### config.mk
export PLATFORM = sky130hd
export DESIGN_NAME = muldiv_unit
export DESIGN_NICKNAME = d
export VERILOG_FILES = /design/src/rtl/muldiv_unit.sv
export SDC_FILE = /design/constraint.sdc
export NUM_CORES = 1
export LEC_CHECK = 0
export BUFFER_PORTS_ARGS = -buffer_cell sky130_fd_sc_hd__buf_2
export CORE_UTILIZATION = 40
export CTS_BUF_LIST = sky130_fd_sc_hd__clkbuf_4
export DETAILED_ROUTE_END_ITERATION = 12
export REMOVE_ABC_BUFFERS = 1
export SETUP_SLACK_MARGIN = 0.1
export SYNTH_ARGS = -nofsm -noshare
export SYNTH_HDL_FRONTEND = slang
export SYNTH_SLANG_ARGS = --single-unit
### constraint.sdc
create_clock -name clk -period 4.8 [get_ports clk]
set_input_delay 0.24 -clock clk [delete_from_list [all_inputs] [get_ports clk]]
set_output_delay 0.24 -clock clk [all_outputs]
set_load 0.05 [all_outputs]
### src/rtl/muldiv_unit.sv
// Iterative RV32M multiply/divide unit: one bit per cycle, fixed XLEN-cycle latency.
// Shift-add multiply and restoring divide run on operand magnitudes; signs are applied at the end.
module muldiv_unit #(
   parameter int XLEN = 32
) (
   input  logic            clk,
   input  logic            rst_n,
   input  logic            start,
   input  logic            flush,
   input  logic [2:0]      funct3,
   input  logic [XLEN-1:0] op_a,
   input  logic [XLEN-1:0] op_b,
   output logic            busy,
   output logic            done,
   output logic [XLEN-1:0] result
);

   localparam int CW = $clog2(XLEN);
   localparam logic [CW-1:0] LAST = CW'(XLEN - 1);

   localparam logic [1:0] S_IDLE = 2'd0;
   localparam logic [1:0] S_CALC = 2'd1;
   localparam logic [1:0] S_DONE = 2'd2;

   logic [1:0]        state_q, state_d;
   logic [CW-1:0]     cnt_q, cnt_d;
   logic [2:0]        f3_q, f3_d;
   logic [XLEN-1:0]   mcand_q, mcand_d;
   logic [2*XLEN-1:0] acc_q, acc_d;
   logic              neg_q, neg_d;
   logic              rneg_q, rneg_d;
   logic              div0_q, div0_d;
   logic [XLEN-1:0]   result_q, result_d;

   // Operand sign handling at capture time.
   logic            is_div, a_sgn, b_sgn, a_neg, b_neg;
   logic [XLEN-1:0] a_mag, b_mag;

   assign is_div = funct3[2];
   assign a_sgn  = is_div ? ~funct3[0] : (funct3[1:0] == 2'b01 || funct3[1:0] == 2'b10);
   assign b_sgn  = is_div ? ~funct3[0] : (funct3[1:0] == 2'b01);
   assign a_neg  = a_sgn & op_a[XLEN-1];
   assign b_neg  = b_sgn & op_b[XLEN-1];
   // An unsigned XLEN-bit magnitude holds 2^(XLEN-1), so the most negative operand never overflows.
   assign a_mag  = a_neg ? -op_a : op_a;
   assign b_mag  = b_neg ? -op_b : op_b;

   // acc_q: multiply keeps {partial product, remaining multiplier}; divide keeps {remainder, quotient}.
   logic [XLEN:0]     mul_sum;
   logic [XLEN:0]     div_shift;
   logic [XLEN-1:0]   div_sub;
   logic              div_ge;
   logic [2*XLEN-1:0] acc_step;

   assign mul_sum   = {1'b0, acc_q[2*XLEN-1:XLEN]} + (acc_q[0] ? {1'b0, mcand_q} : {(XLEN+1){1'b0}});
   assign div_shift = {acc_q[2*XLEN-1:XLEN], acc_q[XLEN-1]};
   assign div_ge    = div_shift >= {1'b0, mcand_q};
   assign div_sub   = div_shift[XLEN-1:0] - mcand_q;
   assign acc_step  = f3_q[2] ? (div_ge ? {div_sub, acc_q[XLEN-2:0], 1'b1}
                                        : {div_shift[XLEN-1:0], acc_q[XLEN-2:0], 1'b0})
                              : {mul_sum, acc_q[XLEN-1:1]};

   logic [2*XLEN-1:0] prod;
   logic [XLEN-1:0]   quo, rem, final_res;

   assign prod = neg_q ? -acc_step : acc_step;
   assign quo  = acc_step[XLEN-1:0];
   assign rem  = acc_step[2*XLEN-1:XLEN];

   always_comb begin
      final_res = prod[XLEN-1:0];
      case (f3_q)
         3'b000:                 final_res = prod[XLEN-1:0];
         3'b001, 3'b010, 3'b011: final_res = prod[2*XLEN-1:XLEN];
         3'b100, 3'b101:         final_res = div0_q ? {XLEN{1'b1}} : (neg_q ? -quo : quo);
         default:                final_res = rneg_q ? -rem : rem;
      endcase
   end

   always_comb begin
      // NOTE: every next-state signal gets a default first so no path leaves it unassigned (no latches).
      state_d  = state_q;
      cnt_d    = cnt_q;
      f3_d     = f3_q;
      mcand_d  = mcand_q;
      acc_d    = acc_q;
      neg_d    = neg_q;
      rneg_d   = rneg_q;
      div0_d   = div0_q;
      result_d = result_q;
      if (flush) begin
         state_d = S_IDLE;
      end else if (state_q == S_CALC) begin
         acc_d = acc_step;
         cnt_d = cnt_q + 1'b1;
         if (cnt_q == LAST) begin
            state_d  = S_DONE;
            result_d = final_res;
         end
      end else if (start) begin
         state_d = S_CALC;
         cnt_d   = '0;
         f3_d    = funct3;
         mcand_d = is_div ? b_mag : a_mag;
         acc_d   = {{XLEN{1'b0}}, (is_div ? a_mag : b_mag)};
         neg_d   = a_neg ^ b_neg;
         rneg_d  = a_neg;
         div0_d  = (op_b == '0);
      end else begin
         state_d = S_IDLE;
      end
   end

   // NOTE: sequential state uses non-blocking assignments so all registers update from pre-edge values.
   always_ff @(posedge clk or negedge rst_n) begin
      if (!rst_n) begin
         state_q  <= S_IDLE;
         cnt_q    <= '0;
         f3_q     <= '0;
         mcand_q  <= '0;
         acc_q    <= '0;
         neg_q    <= 1'b0;
         rneg_q   <= 1'b0;
         div0_q   <= 1'b0;
         result_q <= '0;
      end else begin
         state_q  <= state_d;
         cnt_q    <= cnt_d;
         f3_q     <= f3_d;
         mcand_q  <= mcand_d;
         acc_q    <= acc_d;
         neg_q    <= neg_d;
         rneg_q   <= rneg_d;
         div0_q   <= div0_d;
         result_q <= result_d;
      end
   end

   assign busy   = (state_q == S_CALC);
   assign done   = (state_q == S_DONE);
   assign result = result_q;

endmodule

==> results of run 1 <==
## where the power goes
part / internal (mW) / switching [mW] / leakage (nW)
logic: 3.00 / 4.41 / 6.18
clock network: 0.568 / 0.488 / 0.196
registers: 1.41 / 0.282 / 1.84
total: 4.98 / 5.18 / 8.22
## cells by family after synthesis
logic type | synth area share (%)
AND/OR/NAND/NOR | 24.1
XOR/XNOR | 7.79
AO/OA/AOI/OAI | 30.6
flip-flops | 22.3
buffers and inverters | 5.04
adder cells (fa/ha/maj) | 5.86
multiplexers | 4.42
## synth_stat cells, types with 10 or more instances
library cell	number	area (um^2)
sky130_fd_sc_hd__a21o_1	18	135
sky130_fd_sc_hd__nand2b_1	25	156
sky130_fd_sc_hd__nand2_1	280	1050
sky130_fd_sc_hd__buf_2	29	145
sky130_fd_sc_hd__nor4_1	24	150
sky130_fd_sc_hd__and3_1	11	68.8
sky130_fd_sc_hd__xnor2_1	86	753
sky130_fd_sc_hd__dfrtp_1	141	3530
sky130_fd_sc_hd__clkbuf_1	80	300
sky130_fd_sc_hd__o41ai_1	10	87.6
sky130_fd_sc_hd__o21a_1	24	180
sky130_fd_sc_hd__a21oi_1	192	961
sky130_fd_sc_hd__xor2_1	55	482
sky130_fd_sc_hd__nor3b_1	11	82.6
sky130_fd_sc_hd__or3_1	15	93.8
sky130_fd_sc_hd__nor3_1	52	260
sky130_fd_sc_hd__nand4_1	31	194
sky130_fd_sc_hd__o31ai_1	33	248
sky130_fd_sc_hd__buf_1	12	45.0
sky130_fd_sc_hd__or4_1	10	75.1
sky130_fd_sc_hd__o211ai_1	18	135
sky130_fd_sc_hd__and2_1	43	269
sky130_fd_sc_hd__inv_1	69	259
sky130_fd_sc_hd__mux2i_1	55	551
sky130_fd_sc_hd__a22o_1	16	140
sky130_fd_sc_hd__nor2_1	189	709
sky130_fd_sc_hd__o21ai_0	223	1120
sky130_fd_sc_hd__a31oi_1	24	150
sky130_fd_sc_hd__a211oi_1	25	188
sky130_fd_sc_hd__ha_1	71	888
sky130_fd_sc_hd__nand3_1	29	145
sky130_fd_sc_hd__nor2b_1	12	75.1
sky130_fd_sc_hd__mux2_2	11	124
## tightest hold or removal path, cell delays in order
cell,delay [ns]
sky130_fd_sc_hd__buf_2,0.11
sky130_fd_sc_hd__xor2_1,0.08
sky130_fd_sc_hd__nand2_1,0.06
sky130_fd_sc_hd__a31oi_1,0.07
sky130_fd_sc_hd__o21ai_0,0.13
## registers in the layout (all words and copies together) (netlist names)
register	flops
result	32
neg_q	1
f3_q	3
div0_q	1
mcand_q	32
rneg_q	1
cnt_q	5
state_q	2
acc_q	64
## repair_timing
item | in CTS | in global routing
resized for setup | 5 | 47
endpoints found under the setup margin | 9 | 28
pin swaps | 0 | 22
hold endpoints to repair | 65 | 0
hold buffers | 7 | 0
buffers inserted | 0 | 16
## cell type report
| class | instances | area, um^2 |
|---|---|---|
| Clock buffer | 18 | 135 |
| Timing Repair Buffer | 316 | 2210 |
| Fill cell | 3885 | 20000 |
| Sequential cell | 141 | 3530 |
| Tap cell | 518 | 648 |
| Antenna cell | 1 | 2.50 |
| Inverter | 72 | 270 |
| Clock inverter | 14 | 246 |
| Multi-Input combinational cell | 1799 | 11800 |
## stage by stage
step                      hold slack (ns)  setup WS (ns)
after global placement              0.262         0.0410
after CTS                          0.0626          0.122
after floorplan                   -0.0556          -2.04
final                              0.0977          0.177
after global routing               0.0997         0.0549
after detailed placement            0.273         -0.101
## layout by cell type, fill, tap and decap left out, drive strengths merged, types with 16 or more instances in the layout
cell type | Yosys | final
a211oi | 28 | 28
a21o | 19 | 19
a21oi | 193 | 193
a22o | 16 | 16
a31oi | 28 | 28
and2 | 45 | 45
buf | 45 | 309
clkbuf | 80 | 18
dfrtp | 141 | 141
ha | 71 | 71
inv | 70 | 70
mux2i | 55 | 55
nand2 | 282 | 282
nand2b | 25 | 25
nand3 | 32 | 32
nand4 | 33 | 33
nor2 | 189 | 189
nor3 | 54 | 54
nor4 | 26 | 26
o211ai | 19 | 19
o21a | 24 | 24
o21ai | 231 | 231
o31ai | 36 | 36
or3 | 17 | 17
xnor2 | 86 | 86
xor2 | 55 | 55
## per-layer routing
metal	vias to the layer above	global-route usage (%)
met4	2	11.9
met1	8120	40.6
met3	133	4.97
met2	698	46.4
met5	-	0
li1	8266	-
## path summary, 6_finish.rpt
| path | end | startpoint | slack (ns) |
|---|---|---|---|
| setup / recovery | result[9] | mcand_q[30] | 0.18 |
| min in group asynchronous | acc_q[4] | rst_n | 0.14 |
| setup reg to reg | result[9] | mcand_q[30] | 0.18 |
| hold reg to reg | result[1] | result[1] | 0.49 |
| hold / removal | acc_q[8] | op_b[8] | 0.1 |
| max in group asynchronous | result[25] | rst_n | 3.75 |
==> summary.txt, run 1 <==
Synthesis
  • Number of distinct library cells after synthesis: roughly 110
  • Gate Count Post-Synth: 2137
  • Dominant synthesized flop cell: sky130_fd_sc_hd__dfrtp_1
  • Number of enable flip-flop cells after synthesis: 0
  • Flops & latches, synth: 141
  • Average instance area after synthesis: 7.42 um^2
  • Number of warning messages in the yosys log: 0
  • Synth async-reset ratio: 100%
  • Sequential element share of the synthesized area: 22.3%
  • Post-synthesis cell area: 15900 um^2

Worst setup path
  • Critical-path cell with the highest stage delay: sky130_fd_sc_hd__or4_1
  • Number of gates on the worst path with buffers counted: 16
  • Category of the most critical setup path: flip-flop to flip-flop
  • Critical path's top delay family: simple AND/OR/NAND/NOR gates
  • Largest stage delay, worst path: 0.53 ns
  • Worst Setup End Kind: flip-flop
  • WP buf/inv: 3
  • Worst path cell trace: inv_1 > ha_4 > and2_4 > o21a_1 > a2111oi_4 > buf_4 > o31ai_4 > buf_4 > nor4_4 > mux2i_1 > and3b_1 > nand2_1 > or4_1 > a221oi_1 > a2111oi_0 > a221o_1
  • CP required: roughly 5.3 ns
  • Worst-path fanout max: 11
  • Arrival @ worst endpoint: 5.13 ns
  • Worst setup SP type: flip-flop
  • Worst path most repeated cell: sky130_fd_sc_hd__buf_4
  • Register-to-Register Path Depth: 16

Clock tree
  • Clk buf depth: 2
  • Later-pin clock latency in the skew report: 0.63 ns
  • CTS tree: built
  • Root Buffer: sky130_fd_sc_hd__clkbuf_4
  • Number of CTS-inserted buffers: 17
  • Clock Pin Slew Worst Setup and Hold Paths: 0.13 ns
  • Clock sinks: 141
  • Max H-tree Level: 4

Die
  • I/O pin total: about 110
  • Die H: 201 um
  • Placeable core area: 38800 um^2
  • Die span in x: 201 um
  • Row cnt: 72
  • Die Area: between 40000 and 50000 um^2
  • Effective utilization at floorplan: 40.8%

Detailed routing
  • Residual DRC: 0
  • Met1 Routed Length: 27200 um
  • First-pass iteration count of the detailed router: 5
  • Top layer used by detailed routing: met5
  • DRT Wirelength: 61300 um
  • Routed length on met3: approximately 4700 um
  • Vias after detailed routing: 17200
  • Detail-routed net length per standard cell: 21.3 um
  • Initial DRC count: 1458
  • Avg Vias per Cell: 5.98
  • Number of routed nets with antenna violations: 0
  • Wire length on met2: 27100 um

Pwr
  • Power Total: 10.2 mW
  • Leakage component of the power: approximately 8 nW
  • VDD IR max: 234 uV
  • Power density cells: 539 nW/um^2

Timing
  • Final Slew Violations: 0
  • Worst clock skew: roughly 0.018 ns
  • Sum Neg Setup Slack: 0 ns
  • Top achievable clock speed: 216 MHz
  • Final Hold Fails: 0
  • Clock period minus final worst setup slack: between 4 and 5 ns
  • Crit share post-route: 96.3%
  • Tightest slew margin relative to the limit: 33.2%
  • Worst-margin pin slew: 0.999 ns
  • Setup repair after global routing missed its margin: true
  • Final setup fails: 0

Global routing
  • Initial antenna violation count: 7
  • First-pass GRT wire length: 93400 um
  • Total global routing overflow: 0
  • GRT Util Overall: 29.7%
  • Largest net degree at the start of global routing: between 80 and 90
  • Vias in the first global route: roughly 16000

Cells and area
  • Fraction of final layout cells with drive strength greater than 1: 19.1%
  • Post-layout util: around half
  • Number of nets in the final layout: 2491
  • Area growth from synthesis to layout: 18.8%
  • Summed area of non-filler cells in the final layout: 18800 um^2
  • Non-filler cells in the finished layout: 2879

Worst hold path
  • Worst hold stages: 5
  • Min-Delay Path Class: primary input to flip-flop

Placement
  • IO Port Bufs: around 100
  • DP Cell Count: 2823
  • Routability Congestion: 1.02
  • Post-detail-place hpwl: 48000 um
  • Area post-placement: 18000 um^2

Run
  • Max Cap Violations: 0

Outcome
  • Outcome: completed
No activity file was read; power rests on OpenSTA's default activity.
==> inputs of run 2 (changes only) <==
--- a/config.mk
+++ b/config.mk
@@ -5,6 +5,7 @@
 export SDC_FILE = /design/constraint.sdc
 export NUM_CORES = 1
 export LEC_CHECK = 0
+export ABC_AREA = 1
 export BUFFER_PORTS_ARGS = -buffer_cell sky130_fd_sc_hd__buf_2
 export CORE_UTILIZATION = 40
 export CTS_BUF_LIST = sky130_fd_sc_hd__clkbuf_4
==> run 2 against run 1 <==
Final cell count is 28% higher. Largest cell class unchanged. Routed wire length increased by 28%. Clock skew grew 0.011 ns. Global-route usage up 6.3 points. Power is 21% higher. Fmax is 4.7% higher.
==> summary.txt, run 2 <==
Outcome
  • Outcome: completed

Worst setup path
  • Worst Setup End Kind: flip-flop
  • WP buf/inv: 3 (unchanged)
  • CP required: 5.41 ns (+0.10 ns)
  • Register-to-Register Path Depth: 21 (+5)
  • Worst R2R Setup Slack: 0.39 ns (+0.21 ns)
  • Critical-path cell with the highest stage delay: sky130_fd_sc_hd__dfrtp_1
  • Terminus of the critical flop-to-flop path: result[21]
  • Largest stage delay, worst path: 0.51 ns (-0.02 ns)
  • Critical path's top delay family: simple AND/OR/NAND/NOR gates
  • Worst path most repeated cell: sky130_fd_sc_hd__nand2_1
  • Worst-path fanout max: 19 (+8)
  • Arrival @ worst endpoint: 5.03 ns (-0.10 ns)
  • Start of the worst register-to-register path: mcand_q[20]
  • Worst setup SP type: flip-flop
  • Category of the most critical setup path: flip-flop to flip-flop
  • Worst path cell trace: inv_1 > ha_1 > nand2_1 > nor2_1 > nand2_1 > nor2_1 > nand2_4 > buf_4 > buf_4 > nand3_1 > nand3_1 > nand2_1 > nand2_1 > nor2_1 > nand3_1 > o21ai_2 > nand2_1 > nand2_1 > nand3_1 > nand3_1 > nand2_1

Timing
  • Top achievable clock speed: 227 MHz (+4.7%)
  • Final setup fails: 0 (unchanged)
  • Sum Neg Setup Slack: 0 ns (unchanged)
  • Tightest slew margin relative to the limit: 12.9% (-20 points)
  • Crit share post-route: 91.9% (-4.4 points)
  • Worst-margin pin slew: 1.31 ns (+0.308 ns)
  • Final-layout worst hold slack: 0.0336 ns (-0.0641 ns)
  • Worst clock skew: 0.0290 ns (+0.0112 ns)
  • Final Slew Violations: 0 (unchanged)
  • Clock period minus final worst setup slack: 4.41 ns (-0.209 ns)
  • Setup repair after global routing missed its margin: false
  • Final Hold Fails: 0 (unchanged)
  • Setup slack after layout: 0.386 ns (+0.209 ns)

Die
  • Die H: 210 um (+4.3%)
  • Placeable core area: 42200 um^2 (+8.8%)
  • Die Area: 44000 um^2 (+8.7%)
  • Effective utilization at floorplan: 40.8% (about the same)
  • I/O pin total: 105 (unchanged)
  • Row cnt: 75 (+4.2%)
  • Die span in x: 210 um (+4.3%)

Cells and area
  • Non-filler cells in the finished layout: 3697 (+28%)
  • Filler instances: 4679 (+20%)
  • Total area of multi-input combinational cells: 11700 um^2 (-1.0%)
  • Area growth from synthesis to layout: 11.3%
  • Number of nets in the final layout: 3286 (+32%)
  • Fraction of final layout cells with drive strength greater than 1: 9.06% (-10 points)
  • Leading cell types in the layout, fill and taps excluded: sky130_fd_sc_hd__nand2_1, sky130_fd_sc_hd__inv_1, sky130_fd_sc_hd__nor2_1
  • Largest register FFs: 64 (unchanged)
  • Post-layout util: 45.5% (-3.1 points)
  • Most common library cell in the layout ignoring fill and taps: sky130_fd_sc_hd__nand2_1
  • Register ranked first by flip-flop count: acc_q
  • Summed area of non-filler cells in the final layout: 19200 um^2 (+1.9%)
  • Combined flip-flop and latch cell area: 3530 um^2 (about the same)

Clock tree
  • Number of CTS-inserted buffers: 17 (unchanged)
  • Clk buf depth: 2 (unchanged)
  • Later-pin clock latency in the skew report: 0.73 ns (+0.10 ns)
  • Clock Pin Slew Worst Setup and Hold Paths: 0.16 ns (+0.03 ns)
  • Clock sinks: 141 (unchanged)
  • CTS tree: built
  • Max H-tree Level: 4 (unchanged)
  • Root Buffer: sky130_fd_sc_hd__clkbuf_4

Run
  • Max Cap Violations: 0 (unchanged)

Synthesis
  • Average instance area after synthesis: 5.71 um^2 (-23%)
  • Area share of the largest cell type after synthesis: 22.7% (+0.44 points)
  • Number of warning messages in the yosys log: 0 (unchanged)
  • Top post-synthesis cells by area: sky130_fd_sc_hd__nand2_1, sky130_fd_sc_hd__dfrtp_1, sky130_fd_sc_hd__inv_1, sky130_fd_sc_hd__nand3_1, sky130_fd_sc_hd__nor2_1
  • Library cell with the highest instance count after synthesis: sky130_fd_sc_hd__nand2_1
  • Number of distinct library cells after synthesis: 57 (-49%)
  • Gate Count Post-Synth: 3018 (+41%)
  • Number of enable flip-flop cells after synthesis: 0 (unchanged)
  • Synth async-reset ratio: 100% (unchanged)
  • Ranking of synthesized cells by instance count: sky130_fd_sc_hd__nand2_1, sky130_fd_sc_hd__inv_1, sky130_fd_sc_hd__nor2_1
  • Synth area leader: sky130_fd_sc_hd__nand2_1
  • Flops & latches, synth: 141 (unchanged)
  • Dominant synthesized flop cell: sky130_fd_sc_hd__dfrtp_1
  • Post-synthesis cell area: 17200 um^2 (+8.8%)
  • Sequential element share of the synthesized area: 20.5% (-1.8 points)

Placement
  • Worst slack at placement: 0.278 ns (+0.380 ns)
  • IO Port Bufs: 104 (unchanged)
  • Post-detail-place hpwl: 63100 um (+32%)
  • Area post-placement: 18300 um^2 (+1.8%)
  • Routability Congestion: 1.04 (+2.4%)
  • DP Cell Count: 3609 (+28%)

Global routing
  • Vias in the first global route: 19500 (+22%)
  • Initial antenna violation count: 4 (-3)
  • Total global routing overflow: 0 (unchanged)
  • Largest net degree at the start of global routing: 103 (+27%)
  • First-pass GRT wire length: 119000 um (+27%)
  • GRT Util Overall: 36.0% (+6.3 points)

Detailed routing
  • Number of routed nets with antenna violations: 0 (unchanged)
  • Avg Vias per Cell: 5.62 (-6.1%)
  • Residual DRC: 0 (unchanged)
  • Initial DRC count: 2543 (+74%)
  • First-pass iteration count of the detailed router: 7 (+2)
  • DRT Wirelength: 78800 um (+28%)
  • Vias after detailed routing: 20800 (+21%)
  • Detail-routed net length per standard cell: 21.3 um (about the same)

Pwr
  • VDD IR max: 257 uV (+9.6%)
  • Power density cells: 641 nW/um^2 (+19%)
  • Leakage component of the power: 10.3 nW (+26%)
  • Power Total: 12.3 mW (+21%)

Worst hold path
  • Min-delay src: op_a[5]
  • Worst hold stages: 5 (unchanged)
  • Min-Delay Path Class: primary input to flip-flop
  • Worst hold endpoint: mcand_q[5]
## run 2: cell families after synthesis
kind of cell | Yosys count | share of synthesized area (%)
compound gates | 402 | 13.5
xor+xnor | 99 | 5.03
fa+ha+maj | 73 | 5.38
buf+inv | 532 | 12.2
flops | 141 | 20.5
mux | 3 | 0.174
simple gates | 1768 | 43.2
## run 2: how the worst max path moves through the flow
stage                start         end  slack (ns)  depth (start not counted)
6_report       mcand_q[20]  result[21]        0.39                         21
4_1_cts         mcand_q[4]  result[10]        0.25                         34
5_1_grt           acc_q[0]  result[28]        0.10                         27
2_1_floorplan      f3_q[2]  result[22]       -0.24                         18
3_3_place_gp    mcand_q[8]  result[10]        0.22                         34
3_5_place_dp    mcand_q[8]  result[10]        0.28                         34
## run 2: final cells by class
cell class / instances / share of cell area, %
Multi-Input combinational cell: 2345 / 60.8
Sequential cell: 141 / 18.4
Inverter: 433 / 8.47
Timing Repair Buffer: 204 / 7.32
Tap cell: 539 / 3.51
Clock inverter: 15 / 0.769
Clock buffer: 17 / 0.665
Antenna cell: 3 / 0.0391
## run 2: layer usage
layer | wire [um] | global-route usage (%)
met1 | 34900 | 49.7
met2 | 33800 | 55.2
met3 | 6420 | 5.90
met4 | 3640 | 16.1
met5 | 12 | 0
## run 2: power by group
group / internal (mW) / total, mW / switching, mW
clock: 0.234 / 0.875 / 0.641
combinational: 2.82 / 9.62 / 6.81
sequential: 1.45 / 1.81 / 0.357
total: 4.50 / 12.3 / 7.80
## run 2: worst register-to-register path: cells and delay by family (launching register included)
family / cells / cell delay (ns)
simple gates: 16 / 2.46
buf+inv: 3 / 0.55
flops: 1 / 0.51
fa+ha+maj: 1 / 0.40
compound gates: 1 / 0.40
## run 2: timing repair
action                                  4_1_cts  5_1_grt
buffers inserted                              0        7
endpoints found under the hold margin       134        0
hold buffers                                 46        0
endpoints found under the setup margin        0       16
gates resized for setup                       0       19
